### config.mk
export PLATFORM = sky130hd
export DESIGN_NAME = slice_period_timer
export DESIGN_NICKNAME = d
export VERILOG_FILES = /design/src/rtl/slice_timer_pkg.sv /design/src/rtl/counter4_slice.sv /design/src/rtl/slice_period_timer.sv
export SDC_FILE = /design/constraint.sdc
export NUM_CORES = 1
export LEC_CHECK = 0
export BUFFER_PORTS_ARGS = -buffer_cell sky130_fd_sc_hd__buf_2
export CORE_UTILIZATION = 40
export CTS_BUF_LIST = sky130_fd_sc_hd__clkbuf_2
export CTS_CLUSTER_SIZE = 14
export DETAILED_ROUTE_END_ITERATION = 8
export PLACE_DENSITY_LB_ADDON = 0.05
export SLEW_MARGIN = 20
export SYNTH_ARGS = -nofsm -noshare
export SYNTH_HDL_FRONTEND = slang
export SYNTH_HIERARCHICAL = 1
export SYNTH_SLANG_ARGS = --single-unit
### constraint.sdc
create_clock -name clk -period 6.4 [get_ports clk]
set_input_delay 1.28 -clock clk [delete_from_list [all_inputs] [get_ports clk]]
set_output_delay 1.28 -clock clk [all_outputs]
set_load 0.02 [all_outputs]
### src/rtl/slice_timer_pkg.sv
// rtl/slice_timer_pkg.sv - shared types and constants for the slice period timer
package slice_timer_pkg;

    localparam int SLICE_W = 4;

    typedef enum logic [1:0] {
        ST_IDLE = 2'd0,
        ST_RUN  = 2'd1,
        ST_DONE = 2'd2
    } timer_state_t;

    function automatic bit width_ok(input int w);
        return (w > 0) && ((w % SLICE_W) == 0);
    endfunction

endpackage

### src/rtl/counter4_slice.sv
// rtl/counter4_slice.sv - 4-bit synchronous counter slice with load and ripple-carry enable
module counter4_slice
    import slice_timer_pkg::*;
(
    input  logic               clk,
    input  logic               load,
    input  logic [SLICE_W-1:0] d,
    input  logic               ent,
    output logic [SLICE_W-1:0] q,
    output logic               rco
);

    logic [SLICE_W-1:0] r_q;

    always_ff @(posedge clk) begin
        if (load) begin
            r_q <= d;
        end else if (ent) begin
            r_q <= r_q + SLICE_W'(1);
        end
    end

    assign q   = r_q;
    assign rco = ent & (r_q == {SLICE_W{1'b1}});

endmodule

### src/rtl/slice_period_timer.sv
// rtl/slice_period_timer.sv - periodic/one-shot timer built on a chain of 4-bit counter slices
module slice_period_timer
    import slice_timer_pkg::*;
#(
    parameter int WIDTH      = 16,
    parameter int PRESCALE_W = 4
) (
    input  logic                  clk,
    input  logic                  rst,
    input  logic                  cfg_valid,
    output logic                  cfg_ready,
    input  logic [WIDTH-1:0]      cfg_period,
    input  logic [PRESCALE_W-1:0] cfg_presc,
    input  logic                  cfg_oneshot,
    input  logic                  start,
    input  logic                  stop,
    output logic [WIDTH-1:0]      count,
    output logic                  tick,
    output logic                  busy
);

    localparam int N_SLICES = WIDTH / SLICE_W;

    generate
        if (!width_ok(WIDTH)) begin : g_bad_width
            $error("slice_period_timer: WIDTH must be a positive multiple of 4");
        end
    endgenerate

    timer_state_t          r_state;
    logic [WIDTH-1:0]      r_period;
    logic [WIDTH-1:0]      r_sh_period;
    logic [PRESCALE_W-1:0] r_presc;
    logic [PRESCALE_W-1:0] r_sh_presc;
    logic [PRESCALE_W-1:0] r_prescaler;
    logic                  r_oneshot;
    logic                  r_sh_oneshot;
    logic                  r_sh_full;
    logic                  r_tick;

    logic [WIDTH-1:0]      w_count;
    logic [N_SLICES-1:0]   w_ent;
    logic [N_SLICES-1:0]   w_rco;
    logic                  w_run;
    logic                  w_ready;
    logic                  w_xfer;
    logic                  w_strobe;
    logic                  w_match;
    logic                  w_reload;
    logic                  w_start_entry;
    logic                  w_load;

    assign w_run         = (r_state == ST_RUN);
    assign w_ready       = ~w_run | ~r_sh_full;
    assign w_xfer        = cfg_valid & w_ready;
    assign w_strobe      = w_run & (r_prescaler == r_presc);
    assign w_match       = (w_count == r_period);
    // Terminal carry also forces a reload so the chain can never wrap past all-ones.
    assign w_reload      = w_strobe & (w_match | w_rco[N_SLICES-1]) & ~stop;
    assign w_start_entry = start & ~stop & ~w_run;
    assign w_load        = rst | stop | w_reload | w_start_entry;

    assign w_ent[0] = w_strobe;

    genvar gi;
    generate
        for (gi = 0; gi < N_SLICES; gi++) begin : g_slice
            if (gi > 0) begin : g_chain
                assign w_ent[gi] = w_rco[gi-1];
            end
            counter4_slice u_slice (
                .clk  (clk),
                .load (w_load),
                .d    ({SLICE_W{1'b0}}),
                .ent  (w_ent[gi]),
                .q    (w_count[gi*SLICE_W +: SLICE_W]),
                .rco  (w_rco[gi])
            );
        end
    endgenerate

    always_ff @(posedge clk) begin
        if (rst) begin
            r_state      <= ST_IDLE;
            r_period     <= '0;
            r_presc      <= '0;
            r_oneshot    <= 1'b0;
            r_sh_period  <= '0;
            r_sh_presc   <= '0;
            r_sh_oneshot <= 1'b0;
            r_sh_full    <= 1'b0;
            r_prescaler  <= '0;
            r_tick       <= 1'b0;
        end else begin
            r_tick <= w_reload;
            if (stop) begin
                // Stop wins over start and tick; any pending shadow config is dropped.
                r_state     <= ST_IDLE;
                r_prescaler <= '0;
                r_sh_full   <= 1'b0;
                if (!w_run && w_xfer) begin
                    r_period  <= cfg_period;
                    r_presc   <= cfg_presc;
                    r_oneshot <= cfg_oneshot;
                end
            end else begin
                case (r_state)
                    ST_IDLE, ST_DONE: begin
                        if (w_xfer) begin
                            r_period  <= cfg_period;
                            r_presc   <= cfg_presc;
                            r_oneshot <= cfg_oneshot;
                        end
                        if (start) begin
                            r_state     <= ST_RUN;
                            r_prescaler <= '0;
                        end
                    end
                    ST_RUN: begin
                        r_prescaler <= w_strobe ? '0 : r_prescaler + PRESCALE_W'(1);
                        if (w_reload) begin
                            if (r_oneshot) begin
                                r_state <= ST_DONE;
                            end
                            if (r_sh_full) begin
                                r_period  <= r_sh_period;
                                r_presc   <= r_sh_presc;
                                r_oneshot <= r_sh_oneshot;
                                r_sh_full <= 1'b0;
                            end
                        end
                        if (w_xfer) begin
                            r_sh_period  <= cfg_period;
                            r_sh_presc   <= cfg_presc;
                            r_sh_oneshot <= cfg_oneshot;
                            r_sh_full    <= 1'b1;
                        end
                    end
                    default: begin
                        r_state <= ST_IDLE;
                    end
                endcase
            end
        end
    end

    assign cfg_ready = w_ready;
    assign count     = w_count;
    assign tick      = r_tick;
    assign busy      = w_run;

endmodule

-- After elaboration in Yosys (flattened, before gate mapping)
Index checks and enable logic that the tools add are counted.
- logic and storage cells: 92
- flip-flop bits (word level): 66
- input port bits: 26
- output and inout port bits: 19
- bitwise operators: 18
- $add $sub $neg: 5
- reduce and logical (&&, ||, !) cells: 13
- multiplexer cells: 27
- eq/ne operators: 15
- operators by type and width (kind ; number):
    16-bit 2-to-1 mux ; 5
    16-bit one-hot mux with 2 select lines ; 1
    4-bit 2-to-1 mux ; 7
    4-bit by 1-bit adder with 4-bit output (second input constant) ; 5
    16-bit equality test ; 1
    4-bit equality test (second input constant) ; 4
    4-bit one-hot mux with 2 select lines ; 2
    1-bit bitwise AND ; 10
    1-bit 2-to-1 mux ; 7
    2-bit 2-to-1 mux ; 3
    3-bit inequality test (second input constant) ; 2
    3-bit AND reduction ; 2
    1-bit OR ; 5
    5-bit AND reduction ; 1
    4-bit equality test ; 1
    2-bit by 1-bit inequality test with 1-bit output (second input constant) ; 2
    2-bit inequality test (second input constant) ; 2
    2-bit one-hot mux with 2 select lines ; 1
    2-bit AND reduction ; 2
    2-bit nonzero test ; 2
    2-bit OR reduction ; 2
    3-bit by 2-bit inequality test with 1-bit output (second input constant) ; 1
    1-bit NOT ; 3
    3-bit nonzero test ; 1
    6 further kinds ; 6

-- Logic depth before layout (Yosys ltp)
Gate-level depths: netlist of run 1.
- depth after elaboration: 12
- depth in mapped cells: 14
- mapped depth without buffers: 12

-- By module
The synthesis of run 1 kept the hierarchy.
- by module, submodules not included (module ; cells each ; seq. area each (µm²) ; times used ; area each (µm²)):
    slice_period_timer ; 288 ; 1001.0 ; 1 ; 2575.0
    counter4_slice ; 17 ; 120.1 ; 4 ; 209.0

-- Least setup slack after synthesis of run 1
OpenSTA, ideal clock, no wires.
- path type: flip-flop to flip-flop
- from: register r_prescaler[1]
- to: register g_slice[0].u_slice.r_q[1], data pin
- cell stages (with the launch flop): 13
- clock period less this slack: 3.469 ns
- data arrival time: 3.209 ns
- required time: 6.140 ns
- setup time: 0.260 ns
- buffers on the path: 1
- setup slack: 2.931 ns
- path through: dfxtp_1 xor2_1 nor4_4 and2_1 and4_2 and4_2 and4_2 and4_2 a41o_2 buf_4 nand2_1 nand2_1 mux2_2
- longest elaborated chain between the ends: 11
- ends and longest elaborated chain (item ; line ; text):
    start: declaration ; slice_period_timer.sv:35 ; logic [PRESCALE_W-1:0] r_prescaler;
    start signal: assignment ; slice_period_timer.sv:120 ; r_prescaler <= w_strobe ? '0 : r_prescaler + PRESCALE_W'(1);
    4-bit equality test ; slice_period_timer.sv:56 ; assign w_strobe = w_run & (r_prescaler == r_presc);
    1-bit bitwise AND ; slice_period_timer.sv:56 ;
    via w_ent[0] ; slice_period_timer.sv:42 ; logic [N_SLICES-1:0] w_ent;
    1-bit bitwise AND ; counter4_slice.sv:24 ; assign rco = ent & (r_q == {SLICE_W{1'b1}});
    via w_ent[1] ; slice_period_timer.sv:42 ;
    1-bit bitwise AND ; counter4_slice.sv:24 ;
    via w_ent[2] ; slice_period_timer.sv:42 ;
    1-bit bitwise AND ; counter4_slice.sv:24 ;
    via w_ent[3] ; slice_period_timer.sv:42 ;
    1-bit bitwise AND ; counter4_slice.sv:24 ;
    via w_rco[3] ; slice_period_timer.sv:43 ; logic [N_SLICES-1:0] w_rco;
    1-bit OR ; slice_period_timer.sv:59 ; assign w_reload = w_strobe & (w_match | w_rco[N_SLICES-1]) & ~stop;
    1-bit bitwise AND (2 in series) ; slice_period_timer.sv:59 ;
    1-bit OR (2 in series) ; slice_period_timer.sv:61 ; assign w_load = rst | stop | w_reload | w_start_entry;
    via w_load ; slice_period_timer.sv:51 ; logic w_load;
    end signal: assignment ; counter4_slice.sv:19 ; r_q <= r_q + SLICE_W'(1);
    end: declaration ; counter4_slice.sv:13 ; logic [SLICE_W-1:0] r_q;
The timed path passes the listed nets, and every way through them passes these cells.
A chain may end at the register's enable or synchronous reset.

-- Worst setup path in the final report of run 1
- from: register r_prescaler[0]
- to: register g_slice[2].u_slice.r_q[1], data pin
- longest elaborated chain between the ends: 11
- ends and longest elaborated chain (item ; line):
    4-bit equality test ; slice_period_timer.sv:56
    1-bit bitwise AND ; slice_period_timer.sv:56
    via w_ent[0] ; slice_period_timer.sv:42
    1-bit bitwise AND ; counter4_slice.sv:24
    via w_ent[1] ; slice_period_timer.sv:42
    1-bit bitwise AND ; counter4_slice.sv:24
    via w_ent[2] ; slice_period_timer.sv:42
    1-bit bitwise AND ; counter4_slice.sv:24
    via w_ent[3] ; slice_period_timer.sv:42
    1-bit bitwise AND ; counter4_slice.sv:24
    via w_rco[3] ; slice_period_timer.sv:43
    1-bit OR ; slice_period_timer.sv:59
    1-bit bitwise AND (2 in series) ; slice_period_timer.sv:59
    1-bit OR (2 in series) ; slice_period_timer.sv:61
    via w_load ; slice_period_timer.sv:51
    end signal: assignment ; counter4_slice.sv:19
    end: declaration ; counter4_slice.sv:13
The timed path passes the listed nets, and every way through them passes these cells.

==> results of run 1 <==
-- Yosys cell counts (all sizes together) --
| cell | n | area share, % |
|---|---|---|
| nor4 | 5 | 1.4 |
| nand3 | 6 | 0.88 |
| and3 | 1 | 0.33 |
| nor3 | 2 | 0.29 |
| conb | 1 | 0.11 |
| ha | 5 | 1.8 |
| and4 | 4 | 1.2 |
| nand2 | 58 | 6.4 |
| a311oi | 1 | 0.26 |
| a22oi | 1 | 0.22 |
| nand2b | 21 | 3.9 |
| mux2i | 21 | 6.2 |
| and2 | 2 | 0.37 |
| a41oi | 1 | 0.26 |
| buf | 12 | 2.6 |
| nor4b | 1 | 0.26 |
| nor2 | 8 | 0.95 |
| o21ai | 16 | 2.5 |
| inv | 3 | 0.33 |
| edfxtp | 16 | 14 |
| a32oi | 1 | 0.26 |
| o211a | 1 | 0.29 |
| dfxtp | 50 | 29 |
| or2 | 5 | 0.92 |
| mux2 | 4 | 1.3 |
| a41o | 1 | 0.33 |
| a21oi | 47 | 6.9 |
| a211oi | 22 | 7.6 |
| nand3b | 2 | 0.44 |
| xnor2 | 4 | 1.0 |
| clkbuf | 9 | 0.99 |
| xor2 | 24 | 6.2 |
| nor3b | 1 | 0.22 |
-- registers in the layout (all words and copies together) (netlist names) --
name and cells:
r_presc 4, r_state 2, r_sh_period 16, r_sh_oneshot 1, r_sh_presc 4, tick 1, r_period 16, r_prescaler 4
r_sh_full 1, r_oneshot 1, g_slice.u_slice/q 16
-- stage by stage --
step                std cells  hold WS [ns]  area [µm²]  power [mW]
global placement          504         0.441        3740       0.632
finish                    520         0.464        3840       0.863
global route              520         0.487        3840       0.912
detailed placement        504         0.446        3740       0.633
CTS                       520         0.467        3840       0.875
floorplan                 371         0.436        3470       0.588
-- logic make-up after synthesis --
kind of cell | count (synthesis) | share of synthesized area, %
simple gates | 116 | 17.4
compound gates | 91 | 18.6
flops | 66 | 43.4
xor+xnor | 28 | 7.19
mux | 25 | 7.48
buf+inv | 24 | 3.92
fa+ha+maj | 5 | 1.83
other cells | 1 | 0.110
-- worst min-delay path, cell delays in order (launching register included) --
cell	delay [ns]
dfxtp_1	0.34
nand2_1	0.05
a21oi_1	0.05
-- metal layers --
layer | vias to the layer above | global-route usage [%]
met3 | 2 | 2.66
met4 | 0 | 6.92
met1 | 1206 | 24.1
met2 | 29 | 28.4
li1 | 1347 | -
met5 | - | 0
-- worst min-delay path by stage --
stage,start,end,cells past startpoint
2_1_floorplan,r_sh_oneshot,r_sh_oneshot,2
3_3_place_gp,r_sh_period[1],r_sh_period[1],2
3_5_place_dp,r_sh_presc[0],r_sh_presc[0],2
4_1_cts,r_sh_period[10],r_sh_period[10],2
5_1_grt,r_sh_period[14],r_sh_period[14],2
6_report,r_sh_period[12],r_sh_period[12],2
-- layout make-up --
class                   count  area share, %
clock inverters             4           1.14
flip-flops and latches     66           38.5
inverters                   3          0.293
clock buffers              12           1.56
repair buffers             49           6.71
multi-input cells         281           48.3
well taps                 105           3.42
-- power by group through the flow --
| stage | combinational, mW | sequential [mW] | clock (mW) |
|---|---|---|---|
| 4_1_cts | 0.146 | 0.480 | 0.250 |
| 6_report | 0.144 | 0.478 | 0.240 |
| 2_1_floorplan | 0.0945 | 0.494 | 0 |
| 3_5_place_dp | 0.145 | 0.488 | 0 |
| 3_3_place_gp | 0.145 | 0.488 | 0 |
| 5_1_grt | 0.160 | 0.483 | 0.269 |
==> run summary, run 1 <==
The detailed-route DRC error count came out at 0. The share of post-route cells with drive strength above 1 is 24.8%. The total die area came out at 8900 µm². The aggregate global routing overflow is 0. The storage element area came out at 1480 µm².

The total of endpoints with negative setup slack in the final report is 0. Routability-driven placement finished with a final weighted congestion of 0.760. The synthesized instance count is 356. The flow ran to the end, and the final reports show no timing, DRC or antenna violations. The worst register-to-register path begins at r_prescaler[0]. The first routing iteration left between 100 and 150 violations. The number of levels in the clock H-tree came out at 3. Entering global routing, the biggest net connects 44 pins. Grouping stages by cell kind, the critical path spends the most delay in simple AND/OR/NAND/NOR gates. The area of the multi-input gates came out at 1860 µm².

The slowest stage of the critical path belongs to the cell nand2_1. The number of top-level pins is 45. The summed negative setup slack over all endpoints came out at 0 ns.

The worst register-to-register path has a setup slack of 2.32 ns. The number of diodes added for antenna fixing came out at 0. The tightest min-delay check is of the flop to flop type.

In the layout the commonest cells are nand2_1 (58), dfxtp_1 (50), a21oi_1 (47). The number of clock buffers added by TritonCTS is 9. The synthesized area is around 3400 µm². The category of the worst setup path capture point is a flop.

The share of synthesized area occupied by flip-flops and latches is approximately 43%. The final-layout fill cell count is 820. Headroom to the max-slew limit came out at 38.5%. The first-pass detailed-route iteration total came out at 4.

The core region is 8220 µm². The count of endpoints failing hold in the final timing report is 0. The clock sink count is 66.

The worst-margin pin slew is between 0.9 and 1 ns. Detailed routing inserted a total of 2584 vias. The endpoint identified for the worst register-to-register timing path is g_slice[2].u_slice/q[1]. For this configuration, the core starts out at a cell density of 41.5%. The number of buffers inserted by port buffering came out at 44. In this run the top signal layer used is met4.

The quantity of hold-fixing buffers added after cts came out at 0. The combinational cell fraction of total power is ~17%. The arrival time reported for the critical path endpoint came out at ~4.3 ns. The post-route worst setup slack came out at ~2.3 ns. The vias per cell came out at approximately 5.0.

The layout net count came out at 441. The clock arrives with 0.0312 ns of skew. The worst setup path is of the flop to flop kind. Setup repair after global routing left no endpoint under its margin. The total wirelength of the detailed-routed design is 7470 µm. The number of pins exceeding their max-slew limit in the final report is 0. The buffer and inverter count on the worst path came out at 0.

The post-route core utilization came out at a little under half. For this design the static power due to leakage is between 1.5 and 2 nW. The post-placement setup slack is 2.38 ns. The number of distinct library cell variants in the gate-level netlist after synthesis came out at 41.

The depth of the critical timing path with buffers and inverters included is 11. For this design the ratio of total power to cell area is 224 nW/µm². The number of synthesized register bits came out at 66.

The CTS tree is done. The nature of the critical path startpoint is a flop. No sink is reached through more buffers than the 2 on the longest clock path. The cell-internal power came out at between 600 and 700 µW.

The floorplan step set the die width to approximately 94 µm. After detailed routing, the wire length on met1 is 3580 µm. After detailed routing, the met3 layer carries 190 µm of wire. The HPWL after detailed placement is 5090 µm.

The critical path ends at g_slice[2].u_slice/q[1]. The number of global-route vias before repair came out at 2400. After clock tree synthesis, the repair step resized 0 gates. The met2 layer wire length in the routed design came out at 3670 µm. In this run, flip-flops and latches consume 55.5% of the power. Across every metal layer, demand over resource in global routing totals 17.8%.

The global-route wire length before repair came out at 12000 µm. The average wire length per cell after detail routing came out at 14.4 µm. After clock tree synthesis, the clock-pin slew on the worst setup and hold paths is 0.19 ns. The standard-cell row count came out at 33. The net switching component of the power is 254 µW.

The commonest non-fill, non-tap cell in the layout is nand2_1. The switching portion of total power came out at 29.5%. VDD sags by at most 0.0950 mV. Walking the worst path, the cells encountered are xor2_1 -> nor4_4 -> and2_1 -> and4_2 -> and4_2 -> and4_2 -> and4_2 -> a41o_2 -> nand2_1 -> nand2_1 -> mux2_2. The length in cells of the worst reg-to-reg path is 11. The shortest period the worst path allows is 4.08 ns. The remaining number of nets flagged by the antenna check after routing came out at 0. CTS placed an instance of clkbuf_2 at the clock tree root. The required time at the worst-slack endpoint is roughly 6.6 ns. The maximum operating frequency is approximately 0.25 GHz. The part of the cycle the worst path needs is 63.7%.

The maximum net fanout on the critical path is 32. From synthesis to final layout, the design area changed by 12.7%. The longest individual stage delay on the worst path came out at 0.68 ns. The clock group share of total power came out at 27.8%. The die height is 94.3 µm. The number of antenna violations at the first check in global routing was 0.

The max-capacitance violation count came out at 0. The insertion delay to the later sink of the worst-skew pair is 0.47 ns. The start point of the critical path is r_prescaler[0]. The post-CTS setup buffer count is 0. The warning count from the yosys run is 6.

The mean cell area of the mapped netlist came out at 9.58 µm². The most numerous cell type found on the critical path is and4_2.
Power figures use the tool's default switching activity.
==> run 2, diff against run 1 <==
==> constraint.sdc (replaced) <==
create_clock -name clk -period 3.67 [get_ports clk]
set_input_delay 0.734 -clock clk [delete_from_list [all_inputs] [get_ports clk]]
set_output_delay 0.734 -clock clk [all_outputs]
set_load 0.02 [all_outputs]
==> run 2 against run 1 <==
- critical path depth did not move
- global-route usage is 0.85 points higher
- final cell count up 0.77%
- critical path type unchanged
==> run summary, run 2 (synthesized netlist as in run 1, its figures left out) <==
The post-cts repair resize count came to 0 (unchanged). The leakage power came out at 1.52 nW (+1.1%). The total wirelength of the detailed-routed design is 7660 µm (+2.5%).

The nature of the critical path startpoint is a flop. The flow ran to the end, and the final reports show no timing, DRC or antenna violations. The final HPWL from detailed placement came out at 5410 µm (+6.4%). The critical path's most frequent cell is and4_2. The post-detailed-placement cell area came out at 3780 µm² (+1.0%). The share of post-route cells with drive strength above 1 came out at 25.3% (+0.48 points). The power density over cell area came out at 386 nW/µm² (+72%).

The slowest stage of the critical path is the or2_2 cell. The post-placement setup slack is 0.401 ns (-1.98 ns). The clock sink count came to 66 (unchanged). The post-route core utilization came out at 47.2% (+0.38 points).

The commonest non-fill, non-tap cell in the layout is nand2_1. The average wire length per cell after detail routing came out at 14.6 µm (+1.7%). The final clock skew is 0.0348 ns (+0.00364 ns). The min-delay analysis places its worst path in the category flop to flop. The first-pass detailed-route iteration total came out at 4 (unchanged). The tightest hold margin came out at 0.464 ns (+0.000654 ns). The number of pins exceeding their max-slew limit in the final report is 0 (unchanged).

The aggregate global routing overflow came to 0 (unchanged). The initial DRC count came out at 128 (+16%). The detailed-route DRC error count came out at 0 (unchanged). The largest vdd supply drop is 0.234 mV (+150%). The max-capacitance violation count came to 0 (unchanged). The remaining max-slew budget at the tightest pin is 36.1% (-2.4 points).

The number of cells in the design after placement is 509 (+0.99%). The total die area came out at 8900 µm² (unchanged). The number of top-level pins is 45 (unchanged). The count of endpoints failing hold in the final timing report is 0 (unchanged). The area growth from synthesis to layout is 13.6%.

The core region area is 8220 µm² (unchanged). The required time at the worst-slack endpoint came to 3.91 ns (-2.72 ns). The weighted congestion at the end of routability-driven global placement came out at 0.797 (+4.9%).

The floorplan die width came to 94.3 µm (unchanged). The die height came out at 94.3 µm (unchanged). The global-route total usage across every layer came out at 18.6% (+0.85 points). The post-route worst setup slack came out at 0.312 ns (-2.01 ns). The vias per cell is 5.11 (+2.8%). The maximum net fanout on the critical path is 15 (-53%). The total power is 1.50 mW (+74%). The worst-case clock buffer depth is 2 (unchanged).

The summed negative setup slack over all endpoints is 0 ns (unchanged). The remaining number of nets flagged by the antenna check after routing is 0 (unchanged). The pin count of the biggest net entering global routing came to 43 (-2.3%). The quantity of hold-fixing buffers added after cts is 0 (unchanged). The number of global-route vias before repair is 2616 (+9.0%).

The total CTS buffers came out at 9 (unchanged). The standard-cell row count is 33 (unchanged). The clock-pin slew on the worst setup and hold paths was 0.20 ns (about the same). The number of buffers inserted by port buffering is 44 (unchanged). The longest individual stage delay on the worst path is 0.46 ns (-0.22 ns). The global-route wire length before repair is 12600 µm (+4.9%). The shortest period the worst path allows is 3.36 ns (-0.722 ns). The category of the critical setup timing path is flop to flop. The number of standard cells in the final layout excluding fillers came out at 524 (+0.77%). The total of endpoints with negative setup slack in the final report came to 0 (unchanged). TritonCTS built the clock tree. The critical path goes through nand2b_1 -> inv_1 -> and2_1 -> and4_2 -> and4_2 -> and4_2 -> and4_2 -> a41o_2 -> nand2_1 -> nand2_1 -> or2_2.

The top cell types in the final layout, fill and taps aside, are nand2_1 (58), dfxtp_1 (50), a21oi_1 (47). The number of levels in the clock H-tree is 3 (unchanged). The maximum operating frequency came out at 0.298 GHz (+21%). The post-CTS setup buffer count is 0 (unchanged). The initial cell density of the core came out at 41.5% (unchanged).

The clock root buffer master is clkbuf_2. The arrival time reported for the critical path endpoint came out at 3.60 ns (-0.71 ns). The worst-margin pin slew came out at 0.956 ns (+0.0366 ns).

The insertion delay to the later sink of the worst-skew pair came out at 0.50 ns (+0.03 ns). The post-route standard cell area excluding fillers came out at 3870 µm² (+0.81%). The number of antenna violations at the first check in global routing is 0 (unchanged). The layout net count came to 446 (+1.1%). The category of the worst setup path capture point is a flop. The via total after detailed routing is 2677 (+3.6%). Setup repair after global routing left no endpoint under its margin. The part of the cycle the worst path needs came out at 91.5% (+28 points). The number of diodes added for antenna fixing came out at 0 (unchanged).
-- run 2: final cells by class --
class	instances	area, µm²
tap	105	131
fill	820	4340
multi-input combinational	281	1860
sequential	66	1480
timing repair buffer	54	295
clock buffer	10	50.0
inverter	3	11.3
clock inverter	5	47.5
-- run 2: worst paths after layout --
check	cells past startpoint	end	slack [ns]	startpoint
min reg2reg	2	r_sh_presc[3]	0.46	r_sh_presc[3]
min	2	r_sh_presc[3]	0.46	r_sh_presc[3]
max reg2reg	11	g_slice[2].u_slice/q[0]	0.31	r_state[1]
max	11	g_slice[2].u_slice/q[0]	0.31	r_state[1]
-- run 2: worst max-delay path: cells and delay by family, from the launching register on --
family | cells | cell delay (ns)
buffers and inverters | 1 | 0.15
and+or+nand+nor | 9 | 2.31
AOI/OAI and AO/OA | 1 | 0.25
DFF | 1 | 0.39
-- run 2: report_power, final --
part / switching [mW] / internal (mW) / leakage (nW)
clock: 0.255 / 0.151 / 0.0693
combinational: 0.146 / 0.111 / 0.875
sequential: 0.0435 / 0.791 / 0.576
total: 0.444 / 1.05 / 1.52
-- run 2: layer usage --
metal / vias to the layer above / global-route usage (%) / wire length, µm
met5: - / 0 / 0
met4: 0 / 6.79 / 109
met3: 13 / 4.35 / 311
met2: 46 / 31.5 / 3780
met1: 1265 / 23.0 / 3460
li1: 1353 / - / -
